===== src/rtl/bist_pkg.sv =====
// Shared definitions for the March C- memory BIST sequencer.
// Holds the FSM encoding, element indices and per-element operation table.
package bist_pkg;

    localparam int unsigned ELEM_W   = 3;
    localparam int unsigned N_ELEMS  = 6;

    typedef enum logic [1:0] {
        ST_IDLE  = 2'd0,
        ST_RUN   = 2'd1,
        ST_DRAIN = 2'd2,
        ST_DONE  = 2'd3
    } state_t;

    localparam logic [ELEM_W-1:0] E0 = 3'd0;
    localparam logic [ELEM_W-1:0] E1 = 3'd1;
    localparam logic [ELEM_W-1:0] E2 = 3'd2;
    localparam logic [ELEM_W-1:0] E3 = 3'd3;
    localparam logic [ELEM_W-1:0] E4 = 3'd4;
    localparam logic [ELEM_W-1:0] E5 = 3'd5;

    // Element table, one bit per element index:
    // E0 up(w0) E1 up(r0,w1) E2 up(r1,w0) E3 down(r0,w1) E4 down(r1,w0) E5 up(r0)
    localparam logic [N_ELEMS-1:0] ELEM_DOWN   = 6'b011000;
    localparam logic [N_ELEMS-1:0] ELEM_HAS_RD = 6'b111110;
    localparam logic [N_ELEMS-1:0] ELEM_HAS_WR = 6'b011111;
    localparam logic [N_ELEMS-1:0] ELEM_RD_VAL = 6'b010100;
    localparam logic [N_ELEMS-1:0] ELEM_WR_VAL = 6'b001010;

endpackage


===== src/rtl/bist_addr_ctr.sv =====
// Up/down address counter for the March sequencer.
// Load presets the start address for the chosen direction; c_out flags the terminal address.
module bist_addr_ctr #(
    parameter int unsigned ADDR_W = 4
) (
    input  logic              clk,
    input  logic              rst,
    input  logic              i_load,
    input  logic              i_load_down,
    input  logic              i_en,
    output logic [ADDR_W-1:0] o_cnt,
    output logic              c_out
);

    logic [ADDR_W-1:0] r_cnt;
    logic              r_down;

    always_ff @(posedge clk or posedge rst) begin
        if (rst) begin
            r_cnt  <= '0;
            r_down <= 1'b0;
        end else if (i_load) begin
            r_cnt  <= i_load_down ? '1 : '0;
            r_down <= i_load_down;
        end else if (i_en) begin
            r_cnt  <= r_down ? (r_cnt - ADDR_W'(1)) : (r_cnt + ADDR_W'(1));
        end
    end

    assign o_cnt = r_cnt;
    assign c_out = r_down ? (r_cnt == '0) : (r_cnt == '1);

endmodule


===== src/rtl/bist_march_seq.sv =====
// March C- BIST sequencer: one memory op per cycle, read compare one cycle later,
// first-mismatch capture and early termination.
module bist_march_seq
    import bist_pkg::*;
#(
    parameter int unsigned ADDR_W = 4,
    parameter int unsigned DATA_W = 8
) (
    input  logic              clk,
    input  logic              rst,
    input  logic              start,
    input  logic [DATA_W-1:0] mem_rdata,
    output logic [ADDR_W-1:0] mem_addr,
    output logic              mem_we,
    output logic              mem_re,
    output logic [DATA_W-1:0] mem_wdata,
    output logic              busy,
    output logic              done,
    output logic              fail,
    output logic [ADDR_W-1:0] fail_addr,
    output logic [2:0]        fail_elem
);

    state_t              r_state;
    state_t              w_nxt_state;
    logic [ELEM_W-1:0]   r_elem;
    logic [ELEM_W-1:0]   w_nxt_elem;
    logic [ELEM_W-1:0]   w_elem_inc;
    logic                r_phase;
    logic                w_nxt_phase;
    logic                w_issue;
    logic                w_start_ok;
    logic                w_mismatch;

    logic                w_ctr_load;
    logic                w_ctr_load_down;
    logic                w_ctr_en;
    logic                w_ctr_tc;
    logic [ADDR_W-1:0]   w_ctr_cnt;

    logic                w_nxt_we;
    logic                w_nxt_re;
    logic [DATA_W-1:0]   w_nxt_wdata;
    logic [DATA_W-1:0]   w_nxt_exp;

    logic                r_we;
    logic                r_re;
    logic [DATA_W-1:0]   r_wdata;
    logic [DATA_W-1:0]   r_exp;
    logic                r_cmp_pend;
    logic [DATA_W-1:0]   r_cmp_exp;
    logic [ADDR_W-1:0]   r_cmp_addr;
    logic [ELEM_W-1:0]   r_cmp_elem;
    logic                r_busy;
    logic                r_done;
    logic                r_fail;
    logic [ADDR_W-1:0]   r_fail_addr;
    logic [ELEM_W-1:0]   r_fail_elem;

    bist_addr_ctr #(.ADDR_W(ADDR_W)) u_addr_ctr (
        .clk         (clk),
        .rst         (rst),
        .i_load      (w_ctr_load),
        .i_load_down (w_ctr_load_down),
        .i_en        (w_ctr_en),
        .o_cnt       (w_ctr_cnt),
        .c_out       (w_ctr_tc)
    );

    always_ff @(posedge clk or posedge rst) begin
        if (rst) r_state <= ST_IDLE;
        else     r_state <= w_nxt_state;
    end

    // Sequencing: advance phase, address, or element after each issued op.
    always_comb begin
        w_nxt_state     = r_state;
        w_nxt_elem      = r_elem;
        w_nxt_phase     = r_phase;
        w_issue         = 1'b0;
        w_ctr_load      = 1'b0;
        w_ctr_load_down = 1'b0;
        w_ctr_en        = 1'b0;
        w_elem_inc      = r_elem + ELEM_W'(1);
        w_start_ok      = (r_state == ST_IDLE || r_state == ST_DONE) && start;
        w_mismatch      = r_cmp_pend && (mem_rdata != r_cmp_exp);

        case (r_state)
            ST_IDLE, ST_DONE: begin
                if (start) begin
                    w_nxt_state     = ST_RUN;
                    w_nxt_elem      = E0;
                    w_nxt_phase     = 1'b0;
                    w_issue         = 1'b1;
                    w_ctr_load      = 1'b1;
                    w_ctr_load_down = ELEM_DOWN[E0];
                end
            end
            ST_RUN: begin
                if (w_mismatch) begin
                    w_nxt_state = ST_DONE;
                end else if (ELEM_HAS_RD[r_elem] && ELEM_HAS_WR[r_elem] && !r_phase) begin
                    w_nxt_phase = 1'b1;
                    w_issue     = 1'b1;
                end else if (!w_ctr_tc) begin
                    w_nxt_phase = 1'b0;
                    w_ctr_en    = 1'b1;
                    w_issue     = 1'b1;
                end else if (r_elem == E5) begin
                    w_nxt_state = ST_DRAIN;
                end else begin
                    w_nxt_elem      = w_elem_inc;
                    w_nxt_phase     = 1'b0;
                    w_issue         = 1'b1;
                    w_ctr_load      = 1'b1;
                    w_ctr_load_down = ELEM_DOWN[w_elem_inc];
                end
            end
            ST_DRAIN: w_nxt_state = ST_DONE;
            default:  w_nxt_state = ST_IDLE;
        endcase
    end

    // Decode the op to be presented next cycle from the next element/phase.
    always_comb begin
        w_nxt_re    = w_issue && ELEM_HAS_RD[w_nxt_elem] && !w_nxt_phase;
        w_nxt_we    = w_issue && !w_nxt_re;
        w_nxt_wdata = (w_nxt_we && ELEM_WR_VAL[w_nxt_elem]) ? '1 : '0;
        w_nxt_exp   = ELEM_RD_VAL[w_nxt_elem] ? '1 : '0;
    end

    always_ff @(posedge clk or posedge rst) begin
        if (rst) begin
            r_elem      <= '0;
            r_phase     <= 1'b0;
            r_we        <= 1'b0;
            r_re        <= 1'b0;
            r_wdata     <= '0;
            r_exp       <= '0;
            r_cmp_pend  <= 1'b0;
            r_cmp_exp   <= '0;
            r_cmp_addr  <= '0;
            r_cmp_elem  <= '0;
            r_busy      <= 1'b0;
            r_done      <= 1'b0;
            r_fail      <= 1'b0;
            r_fail_addr <= '0;
            r_fail_elem <= '0;
        end else begin
            r_elem     <= w_nxt_elem;
            r_phase    <= w_nxt_phase;
            r_we       <= w_nxt_we;
            r_re       <= w_nxt_re;
            r_wdata    <= w_nxt_wdata;
            if (w_nxt_re) r_exp <= w_nxt_exp;
            // Capture the read in flight so it is compared when its data returns.
            r_cmp_pend <= r_re && (w_nxt_state == ST_RUN || w_nxt_state == ST_DRAIN);
            r_cmp_exp  <= r_exp;
            r_cmp_addr <= w_ctr_cnt;
            r_cmp_elem <= r_elem;
            r_busy     <= (w_nxt_state == ST_RUN || w_nxt_state == ST_DRAIN);
            r_done     <= (w_nxt_state == ST_DONE);
            if (w_start_ok) begin
                r_fail      <= 1'b0;
                r_fail_addr <= '0;
                r_fail_elem <= '0;
            end else if (w_mismatch && !r_fail) begin
                r_fail      <= 1'b1;
                r_fail_addr <= r_cmp_addr;
                r_fail_elem <= r_cmp_elem;
            end
        end
    end

    assign mem_addr  = w_ctr_cnt;
    assign mem_we    = r_we;
    assign mem_re    = r_re;
    assign mem_wdata = r_wdata;
    assign busy      = r_busy;
    assign done      = r_done;
    assign fail      = r_fail;
    assign fail_addr = r_fail_addr;
    assign fail_elem = r_fail_elem;

endmodule


===== config.mk =====
export PLATFORM = sky130hd
export DESIGN_NAME = bist_march_seq
export DESIGN_NICKNAME = d
export VERILOG_FILES = /design/src/rtl/bist_pkg.sv /design/src/rtl/bist_addr_ctr.sv /design/src/rtl/bist_march_seq.sv
export SDC_FILE = /design/constraint.sdc
export NUM_CORES = 1
export LEC_CHECK = 0
export ABC_AREA = 1
export CORE_MARGIN = 2
export CORE_UTILIZATION = 51
export CTS_CLUSTER_DIAMETER = 30
export CTS_CLUSTER_SIZE = 10
export DETAILED_ROUTE_END_ITERATION = 8
export MAX_ROUTING_LAYER = met4
export PLACE_DENSITY_LB_ADDON = 0.3
export REMOVE_ABC_BUFFERS = 1
export SLEW_MARGIN = 5
export SYNTH_ARGS = -nofsm -noshare
export SYNTH_HDL_FRONTEND = slang
export SYNTH_SLANG_ARGS = --single-unit

===== constraint.sdc =====
create_clock -name clk -period 2.6 [get_ports clk]
set_input_delay 0.52 -clock clk [delete_from_list [all_inputs] [get_ports clk]]
set_output_delay 0.52 -clock clk [all_outputs]
set_load 0.01 [all_outputs]

==> summary.md <==
| Metric | Value |
|---|---|
| R2R setup slack | 0.44 ns |
| Post-synthesis compound-gate area fraction | 10.66% |
| Clock Latency Late Sink | 0.35 ns |
| Vias per inst | 4.990 |
| Root Buffer | clkbuf_4 |
| Clock transition at path regs | 0.11 ns |
| CP cell instances | inv_1 -> ha_1 -> inv_1 -> o21ai_2 -> nand3_1 -> nand2_2 -> o21ai_0 -> a21oi_1 -> a21o_1 -> ha_1 -> nand2_1 -> inv_1 |
| Worst path arrival time | 2.42 ns |
| Multi-input combinational cell area | 789.5 µm² |
| Gr usage total | 20.42% |
| CP peak stage delay | 0.52 ns |
| Total grt overflow | 0 |
| Dpl hpwl | 2585 µm |
| Boundary Pins | 35 |
| Mux share of post-synthesis cell area | 0% |
| Initial DRC count | 81 |
| Seq cells post-synth | 34 |
| Final min period | 2.162 ns |
| Synth Instances | 217 |
| Synth Area in Simple Gates | 23.35% |
| Achievable Freq | 462.6 MHz |
| Drt pass-1 iters | 4 |
| Rows | 21 |
| Status | finished clean |
| Startpoint types | register |
| Non-filler cells, final | 299 |
| Crit path kind | reg2reg |
| Via count of the first global-routing pass | 1385 |
| CTS tree | done |
| Layout fillers | 287 |
| Leading area contributor after synthesis | dfrtp_1 |
| CTS resizes | 0 |
| Via count | 1492 |
| Post-Route WL | 3529 µm |
| Synth cell types | 31 |
| Global-route wire length before repair | 6230 µm |
| DRC viols | 0 |
| Critical Path RT | 2.85 ns |
| Layout Skew | 0.01141 ns |
| Chip Width | 64.30 µm |
| PortBufs | 34 |
| Slowest cell on crit path | dfrtp_1 |
| Largest family of logic cells by synthesized area | simple AND/OR/NAND/NOR gates |
| Slew Limit Fails | 0 |
| Top-area cell type share of the netlist area | 45.88% |
| Placed Instances | 291 |
| Rel. slew slack | 71.82% |
| RSZ-0062 raised after global routing | no |
| Core area | 3416 µm² |
| Worst VDD drop | 0.5895 mV |
| Most used cell along the critical path | inv_1 |
| Critical path buffer and inverter count | 3 |
| Leading post-synthesis cells by cell area | dfrtp_1 46%, inv_1 7.1%, nand2_1 7.1% |
| Drt wl/cell | 11.80 µm |
| Post-Syn Area per Cell | 8.545 µm² |
| Routed Antenna Nets | 0 |
| CTS sink count | 34 |
| Die Height | 64.30 µm |
| CTS buffer count | 5 |
| # diodes | 0 |
| Crit. End Element | register |
| Post-Syn Area | 1854 µm² |
| Max Buffers Root-to-Sink | 2 |
| Sequential area share after synthesis | 45.88% |
| Share of cells above drive strength 1 | 13.83% |
| Commonest cells after routing, fill and taps aside | 35 x inv_1, 35 x nand2_1, 34 x dfrtp_1, 34 x clkdlybuf4s50_1, 19 x nor2_1 |
| Yosys warning count | 0 |
| Setup-failing EPs final | 0 |
| MaxCap Viol Count | 0 |
| Post-CTS Setup Inserts | 0 |
| XOR/XNOR share of the synthesized area | 1.417% |
| Final setup TNS | 0 ns |
| Pin count of the biggest net entering global routing | 35 |
| Register area | 850.8 µm² |
| Nets | 273 |
| Initial Util | 54.29% |
| Post-Synth Adder-Cell Area | 7.152% |
| H-tree depth | 2 |
| Critical path's top delay family | adder cells |
| Area growth syn-to-layout | 24.76% |
| DP Worst Slack | 0.1919 ns |
| Final hold viol count | 0 |
| Final worst-path cycle share | 83.14% |
| Crit path max fanout | 8 |
| Worst Hold Class | reg2reg |
| Tightest Pin Transition | 0.4227 ns |
| Initial antenna violation count | 0 |
| Leakage | 0.001169 µW |
| Placer Congestion | 0.8775 |
| Die area | 4134 µm² |
| Pwr dens | 1124 nW/µm² |
| Hold-fix buffers at CTS | 0 |
| Worst Slack Setup Final | 0.4384 ns |
-- synth_stat cells --
master / instances
inv_1: 35
nand2_1: 35
dfrtp_1: 34
nor2_1: 19
nand3_1: 18
o21ai_0: 13
ha_1: 9
nand2_2: 8
buf_4: 7
a21oi_1: 4
inv_2: 4
nand3_2: 4
o21ai_1: 4
nor2_2: 3
o21ai_2: 3
xnor2_1: 2
a21boi_0: 1
a21boi_1: 1
a21o_1: 1
a22oi_1: 1
a31oi_1: 1
and2_0: 1
buf_6: 1
clkbuf_1: 1
fa_1: 1
nand3b_1: 1
nor2_4: 1
o2111ai_1: 1
o31ai_4: 1
or2_0: 1
xor2_1: 1
-- metal layers --
layer / vias to the layer above / routed length, µm / global-route usage [%]
met2: 40 / 1681 / 30.73
met5: - / 0 / -
met4: 0 / 76 / 9.574
li1: 749 / - / -
met3: 6 / 223 / 6.162
met1: 697 / 1547 / 25.29
-- metrics by stage --
| step | power, µW | instance area, µm² | utilization (%) | hold WS (ns) |
|---|---|---|---|---|
| 2_1_floorplan | 1669 | 1787 | - | 0.3537 |
| 3_3_place_gp | 2084 | 2207 | 64.62 | 0.3650 |
| 3_5_place_dp | 2113 | 2207 | 64.62 | 0.3670 |
| 4_1_cts | 2624 | 2313 | 67.73 | 0.3966 |
| 5_1_grt | 2840 | 2313 | 67.73 | 0.4127 |
| 6_report | 2600 | 2313 | 67.73 | 0.3977 |
-- area by class of cell --
cell class                      instances  share of cell area [%]
Sequential cell                        34                   36.78
Multi-Input combinational cell        135                   34.13
Timing Repair Buffer                   37                   15.68
Inverter                               39                   6.328
Clock inverter                          3                   2.975
Tap cell                               46                   2.488
Clock buffer                            5                   1.622
-- kinds of logic (layout without fill, tap and decap cells) --
logic type | Yosys count | after routing
xor+xnor | 3 | 3
fa+ha+maj | 10 | 10
flops | 34 | 34
compound gates | 31 | 31
buf+inv | 48 | 84
simple gates | 91 | 91
-- worst paths after layout --
path	to	start	cells past startpoint
max	r_cmp_pend	r_elem[0]	12
min	r_cmp_exp[6]	r_exp[6]	0
max reg2reg	r_cmp_pend	r_elem[0]	12
min reg2reg	r_cmp_exp[6]	r_exp[6]	0
max in group asynchronous	r_elem[0]	rst	3
min in group asynchronous	fail	rst	3
-- sequential cells by signal, summed over array words and instances (netlist names), 2 cells and up --
signal and cells:
r_cmp_elem 3, u_addr_ctr.o_cnt 4, fail_addr 4, r_state 2, r_cmp_addr 4, fail_elem 3, r_elem 3
-- where the power goes --
group | internal [µW] | switching, µW | leakage [µW]
Clock | 301 | 191 | 0.0000554
Combinational | 543 | 697 | 0.000675
Sequential | 721 | 148 | 0.000439
Note: power is estimated with default switching activity, not from simulation.
